File: config.mk
export PLATFORM = sky130hd
export DESIGN_NAME = unidade_de_busca
export DESIGN_NICKNAME = d
export VERILOG_FILES = /design/src/rtl/pacote_isa.sv /design/src/rtl/unidade_de_busca.sv
export SDC_FILE = /design/constraint.sdc
export NUM_CORES = 1
export LEC_CHECK = 0
export BUFFER_PORTS_ARGS = -buffer_cell sky130_fd_sc_hd__buf_2
export CAP_MARGIN = 20
export CORE_MARGIN = 2
export CORE_UTILIZATION = 40
export DETAILED_ROUTE_END_ITERATION = 10
export GPL_TIMING_DRIVEN = 0
export MAX_ROUTING_LAYER = met4
export PLACE_DENSITY = 0.71
export SLEW_MARGIN = 0
export SYNTH_ARGS = -nofsm -noshare
export SYNTH_HDL_FRONTEND = slang
export SYNTH_SLANG_ARGS = --single-unit
File: constraint.sdc
create_clock -name clock -period 1.9 [get_ports clock]
set_input_delay 0.38 -clock clock [delete_from_list [all_inputs] [get_ports clock]]
set_output_delay 0.38 -clock clock [all_outputs]
set_load 0.005 [all_outputs]
File: src/rtl/pacote_isa.sv
// rtl/pacote_isa.sv - shared ISA definitions for the fetch unit: state encoding, instruction fields, halt opcode
package pacote_isa;

   localparam logic [1:0] ESTADO_INICIO = 2'd0;
   localparam logic [1:0] ESTADO_BUSCA  = 2'd1;
   localparam logic [1:0] ESTADO_PARADO = 2'd2;

   localparam int OPCODE_MSB = 31;
   localparam int OPCODE_LSB = 27;
   localparam int REG_A_MSB  = 26;
   localparam int REG_A_LSB  = 22;
   localparam int REG_B_MSB  = 21;
   localparam int REG_B_LSB  = 17;
   localparam int IMED_MSB   = 21;
   localparam int IMED_LSB   = 0;

   localparam logic [4:0] OPCODE_PARADA_PADRAO = 5'd31;

endpackage

File: src/rtl/unidade_de_busca.sv
// rtl/unidade_de_busca.sv - instruction fetch unit with stall, redirect and halt handling
module unidade_de_busca
   import pacote_isa::*;
#(
   parameter logic [31:0] END_INICIAL   = 32'd1,
   parameter int          TAM_MEMORIA   = 21,
   parameter logic [4:0]  OPCODE_PARADA = OPCODE_PARADA_PADRAO
) (
   input  logic        clock,
   input  logic        reset,
   output logic [31:0] endereco,
   input  logic [31:0] instrucao,
   input  logic        desvio,
   input  logic [31:0] alvo_desvio,
   input  logic        decod_pronto,
   output logic        instr_valida,
   output logic [31:0] instr_reg,
   output logic [31:0] pc_reg,
   output logic [4:0]  opcode,
   output logic [4:0]  reg_a,
   output logic [4:0]  reg_b,
   output logic [21:0] imediato,
   output logic        parado
);

   localparam logic [31:0] C_TAM = 32'(TAM_MEMORIA);

   logic [1:0]  r_estado;
   logic [31:0] r_pc;
   logic [31:0] r_instr;
   logic [31:0] r_pc_instr;
   logic        r_valida;

   logic [31:0] w_alvo;
   logic [31:0] w_pc_prox;
   logic        w_e_parada;

   // Out-of-range redirect targets fall back to the start address.
   assign w_alvo     = (alvo_desvio >= C_TAM) ? END_INICIAL : alvo_desvio;
   assign w_pc_prox  = (r_pc == C_TAM - 32'd1) ? END_INICIAL : r_pc + 32'd1;
   assign w_e_parada = (instrucao[OPCODE_MSB:OPCODE_LSB] == OPCODE_PARADA);

   always_ff @(posedge clock or negedge reset) begin
      if (!reset) begin
         r_estado   <= ESTADO_INICIO;
         r_pc       <= END_INICIAL;
         r_instr    <= 32'd0;
         r_pc_instr <= 32'd0;
         r_valida   <= 1'b0;
      end else begin
         case (r_estado)
            ESTADO_INICIO: r_estado <= ESTADO_BUSCA;
            ESTADO_BUSCA: begin
               if (desvio) begin
                  r_pc     <= w_alvo;
                  r_valida <= 1'b0;
               end else if (!r_valida || decod_pronto) begin
                  r_instr    <= instrucao;
                  r_pc_instr <= r_pc;
                  r_valida   <= 1'b1;
                  r_pc       <= w_pc_prox;
                  if (w_e_parada) r_estado <= ESTADO_PARADO;
               end
            end
            ESTADO_PARADO: begin
               // Only reset leaves this state; the last instruction drains on decode.
               if (decod_pronto) r_valida <= 1'b0;
            end
            default: r_estado <= ESTADO_INICIO;
         endcase
      end
   end

   assign endereco     = r_pc;
   assign instr_valida = r_valida;
   assign instr_reg    = r_instr;
   assign pc_reg       = r_pc_instr;
   assign parado       = (r_estado == ESTADO_PARADO);
   assign opcode       = r_instr[OPCODE_MSB:OPCODE_LSB];
   assign reg_a        = r_instr[REG_A_MSB:REG_A_LSB];
   assign reg_b        = r_instr[REG_B_MSB:REG_B_LSB];
   assign imediato     = r_instr[IMED_MSB:IMED_LSB];

endmodule

Word level (Yosys, flattened, before mapping)
Cells that the tools add are included.

Order comparisons: 1. Bitwise operators: 2. Reduce and logical (&&, ||, !) cells: 9. Add/sub/neg operators: 1. Equality and inequality tests: 9. Mux-type cells: 12.

Operators with widths (number): $mux 32 (4); $add 32x1->32 const B (1); $eq 32x5->1 const B (1); $ge 32x5->1 const B (1); $ne 2x2->1 const B (4); $mux 2 (3); $pmux 2 s3 (1); $reduce_and 3->1 (2); $eq 5x5->1 const B (1); $reduce_and 4->1 (1); $reduce_bool 2->1 (2); $mux 1 (3); $ne 3x3->1 const B (1); $eq 2x1->1 const B (1); $eq 2x2->1 const B (1); $logic_not 2->1 (1); $not 1->1 (2); $pmux 1 s2 (1); $reduce_and 2->1 (1); $logic_not 1->1 (1); $logic_or 1x1->1 (1).

Flip-flop bits (word level): 99. Bits of input ports: 68. Output and inout bits: 135. Word-level logic and storage cells: 39.

Logic depth before layout (Yosys ltp)
Gate-level depths: netlist (run 1).

Word-level depth: 5. Gate-level depth with buffers: 9. Gate-level depth less buffers: 7.

Least setup slack after synthesis (run 1)
No wires, ideal clock.

Path type: reg-to-reg. Start: register r_pc[0] (netlist: endereco[0]). End: register r_pc[30] (netlist: endereco[30]). Data required time: 1.762 ns. Clock period less this slack: 2.003 ns. Buffers on the path: 0. Cell stages (with the launch flop): 7. Setup slack: -0.103 ns. Arrival: 1.865 ns. Setup time: 0.138 ns. Path through: dfstp_2 -> ha_1 -> nand4_1 -> nor4_4 -> nand4_1 -> o31ai_1 -> a31oi_1.

Word-level cells in the longest chain between the ends: 4. Elaborated cells on any way between the ends: 5. Those cells by class: 1 x add/sub; 1 x eq/ne; 3 x mux.

Ends and longest elaborated chain: start: declaration (RTL line unidade_de_busca.sv:29) `logic [31:0] r_pc;`; start signal: assignment (RTL line unidade_de_busca.sv:55) `r_pc <= w_alvo;`; start signal: assignment (RTL line unidade_de_busca.sv:61) `r_pc <= w_pc_prox;`; $add 32x1->32 or $eq 32x5->1 (tied branches) (RTL line unidade_de_busca.sv:40) `assign w_pc_prox = (r_pc == C_TAM - 32'd1) ? END_INICIAL : r_pc + 32'd1;`; $mux 32 * (RTL line unidade_de_busca.sv:40); $mux 32 * (RTL line unidade_de_busca.sv:57) `end else if (!r_valida || decod_pronto) begin`; $mux 32 * (RTL line unidade_de_busca.sv:54) `if (desvio) begin`.

Mark *: on every way between the ends. The rest lies on a longest branch, timed or not. The select of a mux whose other input is x is not followed. A chain may end at the register's enable or synchronous reset.

Worst setup path in the final report (run 1)
Start: register r_pc[0] (netlist: endereco[0]). End: register r_pc[14] (netlist: endereco[14]).

The elaborated chain is that of the path after synthesis.

==> results of run 1 <==
critical path: cells and delay by family, from the launching register on:
family,cells,cell delay [ns]
adders and majority gates,1,0.15
AOI/OAI and AO/OA,1,0.07
and+or+nand+nor,4,1.12
DFF,1,0.59
area by class of cell:
cell class,instances,share of cell area (%)
Clock inverter,4,0.697
Tap cell,147,2.56
Multi-Input combinational cell,262,31.5
Timing Repair Buffer,241,19.5
Inverter,14,0.732
Buffer,63,6.80
Clock buffer,11,3.52
Sequential cell,99,34.7
layer usage:
layer,global-route usage (%),vias up,wire length (um)
met5,-,-,0
met4,5.78,0,133
met3,3.65,11,971
met2,35.8,229,7330
met1,26.3,2222,5940
li1,-,2082,-
cells in the mapped netlist, drive strengths merged:
| cell type | count | area, um^2 |
|---|---|---|
| mux2 | 64 | 721 |
| clkbuf | 7 | 28.8 |
| nor2 | 8 | 30.0 |
| a41oi | 8 | 70.1 |
| nor4b | 2 | 17.5 |
| a221oi | 2 | 23.8 |
| nand4 | 16 | 115 |
| or4b | 1 | 10.0 |
| a311o | 1 | 10.0 |
| nand2 | 22 | 82.6 |
| a21oi | 23 | 115 |
| o41ai | 1 | 8.76 |
| inv | 14 | 52.6 |
| buf | 58 | 404 |
| ha | 2 | 25.0 |
| o21a | 2 | 15.0 |
| nor3 | 9 | 45.0 |
| a31oi | 21 | 131 |
| and3b | 2 | 17.5 |
| nand3 | 16 | 85.1 |
| dfrtp | 98 | 2450 |
| o31ai | 1 | 7.51 |
| o21bai | 4 | 30.0 |
| and3 | 7 | 43.8 |
| o21ai | 15 | 75.1 |
| nor4 | 17 | 128 |
| o22ai | 1 | 6.26 |
| nand2b | 5 | 31.3 |
| a32oi | 2 | 17.5 |
| dfstp | 1 | 26.3 |
| o21ba | 1 | 10.0 |
| and2 | 3 | 18.8 |
| nor2b | 3 | 18.8 |
| mux2i | 3 | 30.0 |
per-stage QoR:
stage / total power, mW / utilization (%) / setup WS [ns] / setup TNS, ns
finish: 5.28 / 59.8 / -0.190 / -3.30
global placement: 3.28 / 50.9 / -0.569 / -69.01
floorplan: 2.86 / - / 0.0186 / 0
detailed placement: 3.32 / 51.1 / -0.423 / -17.01
global route: 5.55 / 59.8 / -0.226 / -5.01
CTS: 5.27 / 56.1 / -0.111 / -1.61
cell families (layout without fill, tap and decap cells):
logic type,after synthesis,in the layout,share of synthesized area (%)
AOI/OAI and AO/OA,82,82,10.6
adders and majority gates,2,2,0.510
DFF,99,99,50.5
buffers and inverters,79,333,9.90
muxes,67,67,15.3
and+or+nand+nor,111,111,13.1
layout by cell type (no fill, tap or decap), types with 8 or more instances in the layout:
master / Yosys / layout
sky130_fd_sc_hd__buf_4: 38 / 80
sky130_fd_sc_hd__dfrtp_1: 98 / 85
sky130_fd_sc_hd__a21oi_1: 23 / 15
sky130_fd_sc_hd__mux2_2: 64 / 64
sky130_fd_sc_hd__a21oi_2: 0 / 8
sky130_fd_sc_hd__nor3_1: 9 / 9
sky130_fd_sc_hd__a31oi_1: 21 / 17
sky130_fd_sc_hd__nand4_1: 15 / 15
sky130_fd_sc_hd__clkbuf_16: 0 / 11
sky130_fd_sc_hd__nor4_1: 15 / 8
sky130_fd_sc_hd__buf_2: 17 / 206
sky130_fd_sc_hd__o21ai_1: 2 / 8
sky130_fd_sc_hd__dfrtp_2: 0 / 13
sky130_fd_sc_hd__nand3_1: 15 / 14
sky130_fd_sc_hd__inv_1: 14 / 12
sky130_fd_sc_hd__nand2_1: 22 / 16
power by group:
part | internal, mW | leakage (nW) | total, mW | switching, mW
Clock | 1.08 | 0.144 | 1.86 | 0.779
Sequential | 2.24 | 1.27 | 2.36 | 0.112
Combinational | 0.630 | 2.15 | 1.06 | 0.433
worst min path at each step:
| stage | to | startpoint | depth (start not counted) | slack [ns] |
|---|---|---|---|---|
| 2_1_floorplan | endereco[10]$_DFFE_PN0P_ | reset | 0 | 0.08 |
| 3_3_place_gp | r_estado[0]$_DFFE_PN0P_ | r_estado[1]$_DFFE_PN0P_ | 1 | 0.48 |
| 3_5_place_dp | pc_reg[7]$_DFFE_PN0P_ | reset | 1 | 0.44 |
| 4_1_cts | pc_reg[7]$_DFFE_PN0P_ | reset | 1 | 0.07 |
| 5_1_grt | pc_reg[7]$_DFFE_PN0P_ | reset | 1 | 0.09 |
| 6_report | pc_reg[7]$_DFFE_PN0P_ | reset | 1 | 0.05 |
what timing repair did:
action / CTS / global route
gates cloned: 1 / 2
endpoints found under the setup margin: 92 / 91
setup buffers: 15 / 20
pin swaps: 17 / 21
resized for setup: 45 / 61
==> out/results.txt, run 1 <==
In the final routed layout, each cell accounts on average for 17.1 um. For the data arrival at the endpoint of the critical path, the log shows 2.28 ns. The repair_antennas step left the layout with diodes totalling 0. Relative to the synthesized area, the layout overhead comes to 46.4%. For the number of fillers in the final layout, the log shows 1016.

The routability-driven placement congestion ratio was 0.897. Type of the most critical hold path: in -> async. The finished layout holds 841 standard cells, fillers aside. Number of standard cells after synthesis: 440.

Setup repair after global routing could not meet its margin everywhere. STA classifies the critical path endpoint as a register. The CTS clock-pin slew for the worst setup and hold paths is 0.07 ns.

The first TritonRoute pass finished after 5 iterations. At the pin with the least slew margin, the transition time is 0.765 ns. The number of register bits inferred by synthesis is 99, and the data required time at the worst endpoint is 2.09 ns. The critical path class is reg -> reg.

The tools report the launch point of the worst path as endereco[0]$_DFFE_PN1P_. The clock buffer count from CTS came out at 9. The period utilization was 110%; the number of DRC violations after detailed-routing iteration 0 was 241. Counting every sink on the clock net gives 99. After clock tree synthesis, the flow added hold-fix buffers numbering 0. The multi-input combinational cells in the finished layout cover a total of 2260 um^2. The maximum single-stage delay on the critical path is 0.62 ns, and the proportion of synthesized chip area in sequential cells is 50.5%. Counting cells, the worst reg-to-reg path comes to 6. In this run the tightest slew margin relative to its limit is 48.5%.

The overall routing resource usage was 21.2%. The tools report the worst flop-to-flop path endpoint as endereco[14]$_DFFE_PN0P_. The logs give 0 for the max-capacitance violation count and -0.19 ns for the register-to-register setup slack. The run gives 52 as the maximum number of pins on one net before global-route repair. In the routed design, unresolved DRC markers number 0. For the number of global-route vias before repair, the log shows 4250. The first global-routing pass estimated 21200 um of wire.

For this block, the routed nets add up to 14400 um of wire. The post-detailed-placement cell area is 6140 um^2, and the final number of max-transition violations is 0. The count of nets left with antenna violations once routing finished came out at 0. HPWL after detailed placement: 9800 um.

Once layout is done, the placed cells without fillers occupy 7180 um^2. The worst-case setup margin in the final layout is -0.190 ns. The final reports fail on setup timing. The cell sitting at the root of the clock tree is a sky130_fd_sc_hd__clkbuf_16. The logs give 0.0483 ns for the final worst hold slack and 3 for the number of H-tree levels. The y dimension of the die is 115 um, and the count of standard-cell rows is 40. The tools report the final worst clock skew as 0.00637 ns. The number of antenna violations at the first check in global routing was 0; the effective utilization at floorplan was 40.8%.

The setup-violating endpoint count in the final report is 31. The floorplan step set the die width to 115 um. The tools report the final hold violation count as 0.

Across the VDD grid, the largest voltage drop is 0.000402 V. Using the TritonRoute via totals, the vias-per-cell ratio works out to 5.40. The maximum clock path buffer count came out at 2. Following the worst setup path forward leads to its endpoint at endereco[14]$_DFFE_PN0P_. The detailed router placed 4544 vias in this run. The power density over the cells came out at 735 nW/um^2. The critical path goes through ha_4, nand4_1, nor3_1, nand3_1, nand2_2, a31oi_1. The tools report the peak clock frequency supported by timing as 479 MHz.

TritonCTS built the clock tree. In the final layout, the share of cells above drive strength 1 is 64.4%. The number of distinct library cells after synthesis came out at 43. The run finished, with violations left. For this design the top-level I/O count stands at 203. The total overflow left after global routing is 0.

Along the worst path, the maximum fanout reaches 4. The startpoint identified for the worst register-to-register timing path is endereco[0]$_DFFE_PN1P_. The die covers 13200 um^2. The post-synth design cell area was 4900 um^2; the core footprint was 12000 um^2. The port buffer count is 202, and the clock insertion delay at the later pin of the skew report is 0.34 ns.

The number of nets handed over by synthesis was 510. Summing all flip-flop and latch instances after layout gives 2490 um^2. For this run, the number of Yosys warnings is 0. The average instance in the mapped netlist occupies 11.1 um^2. At the end of the flow, the number of nets in the layout was 760.

Minimum clock period after layout: 2.09 ns. For the standby leakage power, the log shows 3.57 nW. The worst setup path is launched from a register.

The number of instances in the placed design was 790. For this design, the slowest cell found on the critical path is sky130_fd_sc_hd__nor3_1.
(Power assumes the default switching activity.)
==> run 2: changes to the inputs <==
--- a/config.mk
+++ b/config.mk
@@ -5,14 +5,14 @@
 export SDC_FILE = /design/constraint.sdc
 export NUM_CORES = 1
 export LEC_CHECK = 0
-export BUFFER_PORTS_ARGS = -buffer_cell sky130_fd_sc_hd__buf_2
 export CAP_MARGIN = 20
 export CORE_MARGIN = 2
 export CORE_UTILIZATION = 40
 export DETAILED_ROUTE_END_ITERATION = 10
+export DONT_BUFFER_PORTS = 1
 export GPL_TIMING_DRIVEN = 0
 export MAX_ROUTING_LAYER = met4
-export PLACE_DENSITY = 0.71
+export PLACE_DENSITY = 0.56
 export SLEW_MARGIN = 0
 export SYNTH_ARGS = -nofsm -noshare
 export SYNTH_HDL_FRONTEND = slang
==> run 2 against run 1 <==
  * The run ends with hold timing, setup timing left
  * Critical endpoint is now endereco[3]$_DFFE_PN0P_
  * Count of clock-buffer cells in the layout grew 4
  * Setup slack is essentially flat
  * Utilization shrank 9.1 points
  * Die area is the same
  * Global-route usage shrank 0.98 points
  * Largest power group unchanged
==> out/results.txt, run 2 (synthesis gave the netlist of run 1 again) <==
In the final design database the tool counted 547 nets. The tree is rooted in a sky130_fd_sc_hd__clkbuf_16. The run gives -0.190 ns as the worst-case setup margin in the final layout. Headroom to the max-slew limit came out at 59.6%. The first detailed-routing pass took 4 iterations. The die covers 13200 um^2. The logs give 2.14 ns for the data required time at the worst endpoint and 0 for the antenna diode count. The run gives 0 as the final number of max-transition violations. The run finished, with violations left.

Summing over every cut layer, the via total after detailed routing is 3757. In the layout the commonest cells are sky130_fd_sc_hd__dfrtp_1 (88), sky130_fd_sc_hd__mux2_2 (64), sky130_fd_sc_hd__buf_4 (59), sky130_fd_sc_hd__a31oi_1 (20), sky130_fd_sc_hd__nand2_1 (18). The number of sinks driven by the clock tree is 99. The worst register-to-register path begins at endereco[31]$_DFFE_PN0P_. The effective utilization at floorplan was 40.8%; the top-level port count was 203.

In this run the power density over the cells is 796 nW/um^2. The tools report the kind of end point of the critical path as a register. The clock insertion delay at the later pin of the skew report was 0.35 ns; the slew at the pin closest to its max-slew limit was 0.601 ns. Signal routing reaches up to met4. The tools report the final design instance area without fill as 6090 um^2.

In the finished design, the share of the clock period the worst path needs comes to 110%. The HPWL after detailed placement is 8520 um. The worst path needs 2.09 ns of the cycle, external delays included.

The checks that failed: hold timing, setup timing. Across the routed clock network, the largest skew measured is 0.00862 ns. After the first detailed-routing iteration, the DRC count stood at 202. At the worst endpoint, the arrival time is 2.33 ns. Aggregate routed wire length: 13100 um. After clock tree synthesis, the clock-pin slew on the worst setup and hold paths is 0.07 ns.

The critical path class is reg -> reg. The run gives 0 as the leftover overflow at the end of global routing. TritonCTS built the clock tree.

The total area inside the core boundary comes to 12000 um^2. The run gives -0.387 ns as the worst slack after detailed placement. Final worst hold slack: -0.281 ns. The maximum number of pins on one net before global-route repair was 100; the remaining design rule violation count was 0. The tools report the length of routed wiring on met1 as 5340 um. The width of the chip was 115 um; the routability-driven placement congestion ratio was 0.857. The peak supply drop came out at 0.000364 V. In this run the number of H-tree levels came out at 3. For the post-detailed-placement cell area, the log shows 5100 um^2. Dividing the detail-routed via count by the number of cells gives 5.97. The met2 layer wire length in the routed design came out at 6550 um. In this run the critical register-to-register path is captured at endereco[3]$_DFFE_PN0P_. The area growth from synthesis to layout is 24.2%.

Critical path startpoint category: a register. Setup repair after global routing could not meet its margin everywhere. The initialized floorplan defines 40 standard-cell rows. The most common library cell in the layout ignoring fill and taps was sky130_fd_sc_hd__dfrtp_1. Across all register-to-register paths, the minimum setup slack is -0.19 ns. The clock passes through at most 2 buffers.

The type of the most critical hold path is in -> async. The highest net fanout along the worst path came out at 6. Setup violations remaining at the end of the flow were counted as 32. Clock tree synthesis inserted a total of 9 buffers.

The max-capacitance violation count is 0, and the final routed wire length divided by cell count is 20.8 um. The end-of-flow core utilization is 50.7%. The count of buffers added on input and output ports is 0.

In this run the remaining antenna-violating nets after routing total 0. For the number of global-route vias before repair, the log shows 3671. Across every metal layer, demand over resource in global routing totals 20.2%. The die is 115 um tall. The number of antenna violations at the first check in global routing was 0.

Fraction of layout cells with a size suffix above 1: 49.0%. The detailed route wirelength on metal3 is 903 um, and the wire length of the first global-routing pass is 19700 um. The final hold violation count was 99; the number of cell instances on the worst register-to-register path was 7.

Derived from the worst setup path, the maximum achievable clock frequency is 478 MHz. For this design the static power due to leakage is 2.64 nW.
==> run 2: cell count changes in the layout (fill, tap and decap cells not counted), moves of 3 or more <==
cell | before | now
sky130_fd_sc_hd__dfrtp_2 | 13 | 10
sky130_fd_sc_hd__buf_2 | 206 | 5
sky130_fd_sc_hd__dfrtp_1 | 85 | 88
sky130_fd_sc_hd__a31oi_2 | 3 | 0
sky130_fd_sc_hd__a21oi_1 | 15 | 6
sky130_fd_sc_hd__buf_4 | 80 | 59
sky130_fd_sc_hd__a31oi_1 | 17 | 20
sky130_fd_sc_hd__buf_6 | 4 | 11
sky130_fd_sc_hd__a21oi_2 | 8 | 16
==> run 2: how the worst max path moves through the flow <==
stage / from / to / slack, ns / cells after the start
6_report: endereco[31]$_DFFE_PN0P_ / endereco[3]$_DFFE_PN0P_ / -0.19 / 7
5_1_grt: endereco[31]$_DFFE_PN0P_ / endereco[3]$_DFFE_PN0P_ / -0.28 / 7
2_1_floorplan: endereco[0]$_DFFE_PN1P_ / endereco[30]$_DFFE_PN0P_ / 0.02 / 6
4_1_cts: endereco[1]$_DFFE_PN0P_ / endereco[3]$_DFFE_PN0P_ / -0.18 / 8
3_5_place_dp: endereco[0]$_DFFE_PN1P_ / endereco[17]$_DFFE_PN0P_ / -0.39 / 8
3_3_place_gp: endereco[0]$_DFFE_PN1P_ / endereco[16]$_DFFE_PN0P_ / -0.40 / 8
==> run 2: layout make-up <==
cell class              instances  area, um^2
clock buffers                  15         288
well taps                     147         184
flip-flops and latches         99        2490
clock inverters                 1        5.00
multi-input cells             262        2260
inverters                      14        52.6
fillers                      1085        5920
repair buffers                 26         282
plain buffers                  65         533
==> run 2: routing by layer <==
layer / up-vias / track usage, %
li1: 1658 / -
met1: 1903 / 25.5
met2: 180 / 31.5
met3: 16 / 5.03
met4: 0 / 7.63
met5: - / -
==> run 2: where the power goes <==
group / switching [mW] / total [mW] / internal [mW]
Sequential: 0.154 / 2.40 / 2.25
Clock: 0.772 / 1.80 / 1.03
Combinational: 0.259 / 0.648 / 0.389
Total: 1.18 / 4.85 / 3.67
==> run 2: repair_timing <==
| action | 4_1_cts | 5_1_grt |
|---|---|---|
| endpoints found under the hold margin | 99 | 99 |
| pin swaps | 28 | 15 |
| setup buffers | 19 | 4 |
| resized for setup | 67 | 57 |
| cloned | 2 | 1 |
| endpoints found under the setup margin | 92 | 92 |
==> run 2: worst max-delay path, cell delays in order, from the launching register on <==
cell                      delay (ns)
sky130_fd_sc_hd__dfrtp_1        0.49
sky130_fd_sc_hd__nor4_4         0.34
sky130_fd_sc_hd__nand4_1        0.18
sky130_fd_sc_hd__buf_4          0.18
sky130_fd_sc_hd__o21ba_4        0.22
sky130_fd_sc_hd__buf_8          0.14
sky130_fd_sc_hd__buf_6          0.13
sky130_fd_sc_hd__a311o_1        0.30
==> run 2: stage by stage <==
step | cells | TNS [ns] | power [mW]
floorplan | 440 | 0 | 2.86
global placement | 587 | -14.40 | 2.97
detailed placement | 587 | -16.21 | 2.98
CTS | 624 | -3.07 | 4.88
global route | 629 | -6.26 | 5.08
finish | 629 | -3.27 | 4.85
==> run 3: changes to the inputs <==
--- a/config.mk
+++ b/config.mk
@@ -8,6 +8,7 @@
 export CAP_MARGIN = 20
 export CORE_MARGIN = 2
 export CORE_UTILIZATION = 40
+export CTS_BUF_LIST = sky130_fd_sc_hd__clkbuf_8
 export DETAILED_ROUTE_END_ITERATION = 10
 export DONT_BUFFER_PORTS = 1
 export GPL_TIMING_DRIVEN = 0
==> run 3 against run 2 <==
  * Fmax down 1.4%
  * Power is 9.2% lower
  * Highest routed layer unchanged
  * Sequential power about the same
  * Cell count unchanged
  * Die area unchanged
  * Critical path depth up 1
  * Worst hold slack worse by 0.049 ns
  * Design area decreased by 1.9%
  * Sequential share of layout area grew 0.76 points
  * The flow still finishes with violations (hold timing, setup timing)
==> out/results.txt, run 3 (synthesis gave the netlist of run 1 again) <==
The maximum number of pins on one net before global-route repair is 100. Data on the critical path arrives at its endpoint at 2.41 ns. For this run the aggregate overflow at the end of global routing stands at 0.

203 I/O pins were placed. The port buffer count was 0; the number of H-tree levels was 3. The number of cell instances on the worst register-to-register path was 8; the tightest slew margin relative to the limit was 58.9%. The analysis attributes to cell leakage a power of 2.60 nW. The library cells used most frequently in the layout, excluding fill and tap cells, are sky130_fd_sc_hd__dfrtp_1 (89), sky130_fd_sc_hd__mux2_2 (64), sky130_fd_sc_hd__buf_4 (62), sky130_fd_sc_hd__a31oi_1 (19), sky130_fd_sc_hd__nand2_1 (17). The repair_antennas step left the layout with diodes totalling 0. The checks that failed: hold timing, setup timing. For the final layout net count, the log shows 547.

The core region is 12000 um^2. The worst-case setup margin in the final layout is -0.220 ns, and the number of global-route vias before repair is 3615. The congestion estimate from routability-driven global placement came to 0.857. The run gives 0 as the number of antenna violations at the first check in global routing. Leaving out fill and tap cells, the most frequent cell in the layout is sky130_fd_sc_hd__dfrtp_1.

STA classifies the critical path startpoint as a register. In this run the power density over the cells is 737 nW/um^2. The period utilization works out to 112%. Setup repair after global routing could not meet its margin everywhere. Cells with a size suffix above 1 make up 48.8% of the layout.

From bottom edge to top edge, the die measures 115 um. In this run the cell area measured after placement is 5100 um^2. The highest net fanout along the worst path is 7, and the CTS clock-pin slew for the worst setup and hold paths is 0.10 ns.

The floorplan die area is 13200 um^2, and the aggregate routed wire length is 13000 um. Of the total power, combinational logic draws 15.1%. The worst slack after detailed placement was -0.387 ns; the via count was 3693. The minimum clock period after layout was 2.12 ns; the effective utilization at floorplan was 40.8%. Summed over all nets, the half-perimeter wirelength after detailed placement is 8520 um. Once detail routing completed, the nets flagged for antenna violations numbered 0. Critical path class: reg -> reg.

Across the VDD grid, the largest voltage drop is 0.000364 V. Max-capacitance violation count: 0. The clock insertion delay at the later pin of the skew report was 0.39 ns; the share of total power consumed by net switching was 26.1%. Dividing the detail-routed wire length by the instance count gives 20.7 um. The signed area change from the synthesized netlist to the final layout is 21.9%, and the clock share of power is 30.4%. The clock net in this run drives a total of 99 sinks.

The final worst hold slack is -0.330 ns, and the setup-violating endpoint count in the final report is 32. The storage element area is 2490 um^2, and the slew at the pin closest to its max-slew limit is 0.611 ns. TritonCTS built the clock tree.

The final hold violation count is 99. For the overall routing resource usage, the log shows 19.8%. For this run, the detailed router's first-pass iteration total came to 4. The tools report the kind of end point of the critical path as a register. Cell internal power was estimated by the tool at 3.25 mW. The run finished, with violations left. The number of vias per cell works out to 5.87. For this design the total switching power over the nets is 1.15 mW. The type of the most critical hold path was in -> async.

The wire length of the first global-routing pass is 19300 um, and the maximum clock path buffer count is 2. The first routing iteration left 246 violations. The logs give 2.19 ns for the data required time at the worst endpoint and 54.4% for the share of power burned in registers. The area of the multi-input gates is 2280 um^2, and the number of fillers in the final layout is 1106. The peak clock frequency supported by timing was 472 MHz.

The clock buffer count from CTS is 9. From left edge to right edge, the die measures 115 um. The cell at the root of the clock tree is sky130_fd_sc_hd__clkbuf_8. The final number of max-transition violations is 0. The final worst clock skew was 0.0108 ns. In the routed design, unresolved DRC markers number 0. The floorplan has 40 rows. After routing the design area is 5980 um^2.
run 3: path summary, 6_finish.rpt:
kind	from	end	slack [ns]
worst max-delay path	endereco[1]$_DFFE_PN0P_	endereco[3]$_DFFE_PN0P_	-0.22
worst min-delay path	reset	pc_reg[5]$_DFFE_PN0P_	-0.33
worst max register to register	endereco[1]$_DFFE_PN0P_	endereco[3]$_DFFE_PN0P_	-0.22
worst min register to register	pc_reg[21]$_DFFE_PN0P_	pc_reg[21]$_DFFE_PN0P_	0.54
max in group asynchronous	reset	endereco[0]$_DFFE_PN1P_	1.96
min in group clock	desvio	instr_valida$_DFFE_PN0P_	0.08
run 3: per-stage QoR:
step | setup TNS [ns] | hold slack, ns | util [%] | std cells | total power, mW
floorplan | 0 | 0.0844 | - | 440 | 2.86
global placement | -14.40 | 0.0873 | 42.5 | 587 | 2.97
detailed placement | -16.21 | 0.0863 | 42.5 | 587 | 2.98
CTS | -3.66 | -0.346 | 46.4 | 616 | 4.39
global route | -6.16 | -0.350 | 49.8 | 629 | 4.63
finish | -4.16 | -0.330 | 49.8 | 629 | 4.40
run 3: cell type report:
class	instances	share of cell area, %
clock buffers	13	2.99
flip-flops and latches	99	41.7
inverters	14	0.879
plain buffers	65	8.35
repair buffers	26	4.71
clock inverters	3	0.209
multi-input cells	262	38.1
well taps	147	3.08
run 3: power groups by stage:
stage / registers (mW) / logic (mW) / clock network, mW
2_1_floorplan: 2.40 / 0.462 / 0
3_3_place_gp: 2.44 / 0.531 / 0
3_5_place_dp: 2.44 / 0.538 / 0
4_1_cts: 2.40 / 0.601 / 1.39
5_1_grt: 2.42 / 0.728 / 1.48
6_report: 2.40 / 0.667 / 1.34
run 3: what timing repair did:
item                                    CTS  global route
endpoints found under the setup margin   92            92
buffers inserted                         11            12
gates resized for setup                  41            79
pin swaps                                 7            30
cloned                                    2             1
hold endpoints to repair                 99            99
run 3: metal layers:
layer,GRT usage (%),up-vias,part of all wire (%)
li1,-,1655,-
met4,7.23,0,1.4
met2,30.6,173,50
met3,5.24,13,7.6
met5,-,-,0
met1,25.2,1852,41
run 3: critical path, stage by stage (launching register included):
cell                      delay (ns)
sky130_fd_sc_hd__dfrtp_2        0.50
sky130_fd_sc_hd__inv_2          0.11
sky130_fd_sc_hd__ha_4           0.11
sky130_fd_sc_hd__and3b_2        0.20
sky130_fd_sc_hd__nand4_1        0.24
sky130_fd_sc_hd__o21ba_4        0.30
sky130_fd_sc_hd__buf_8          0.14
sky130_fd_sc_hd__buf_12         0.13
sky130_fd_sc_hd__a311o_1        0.30
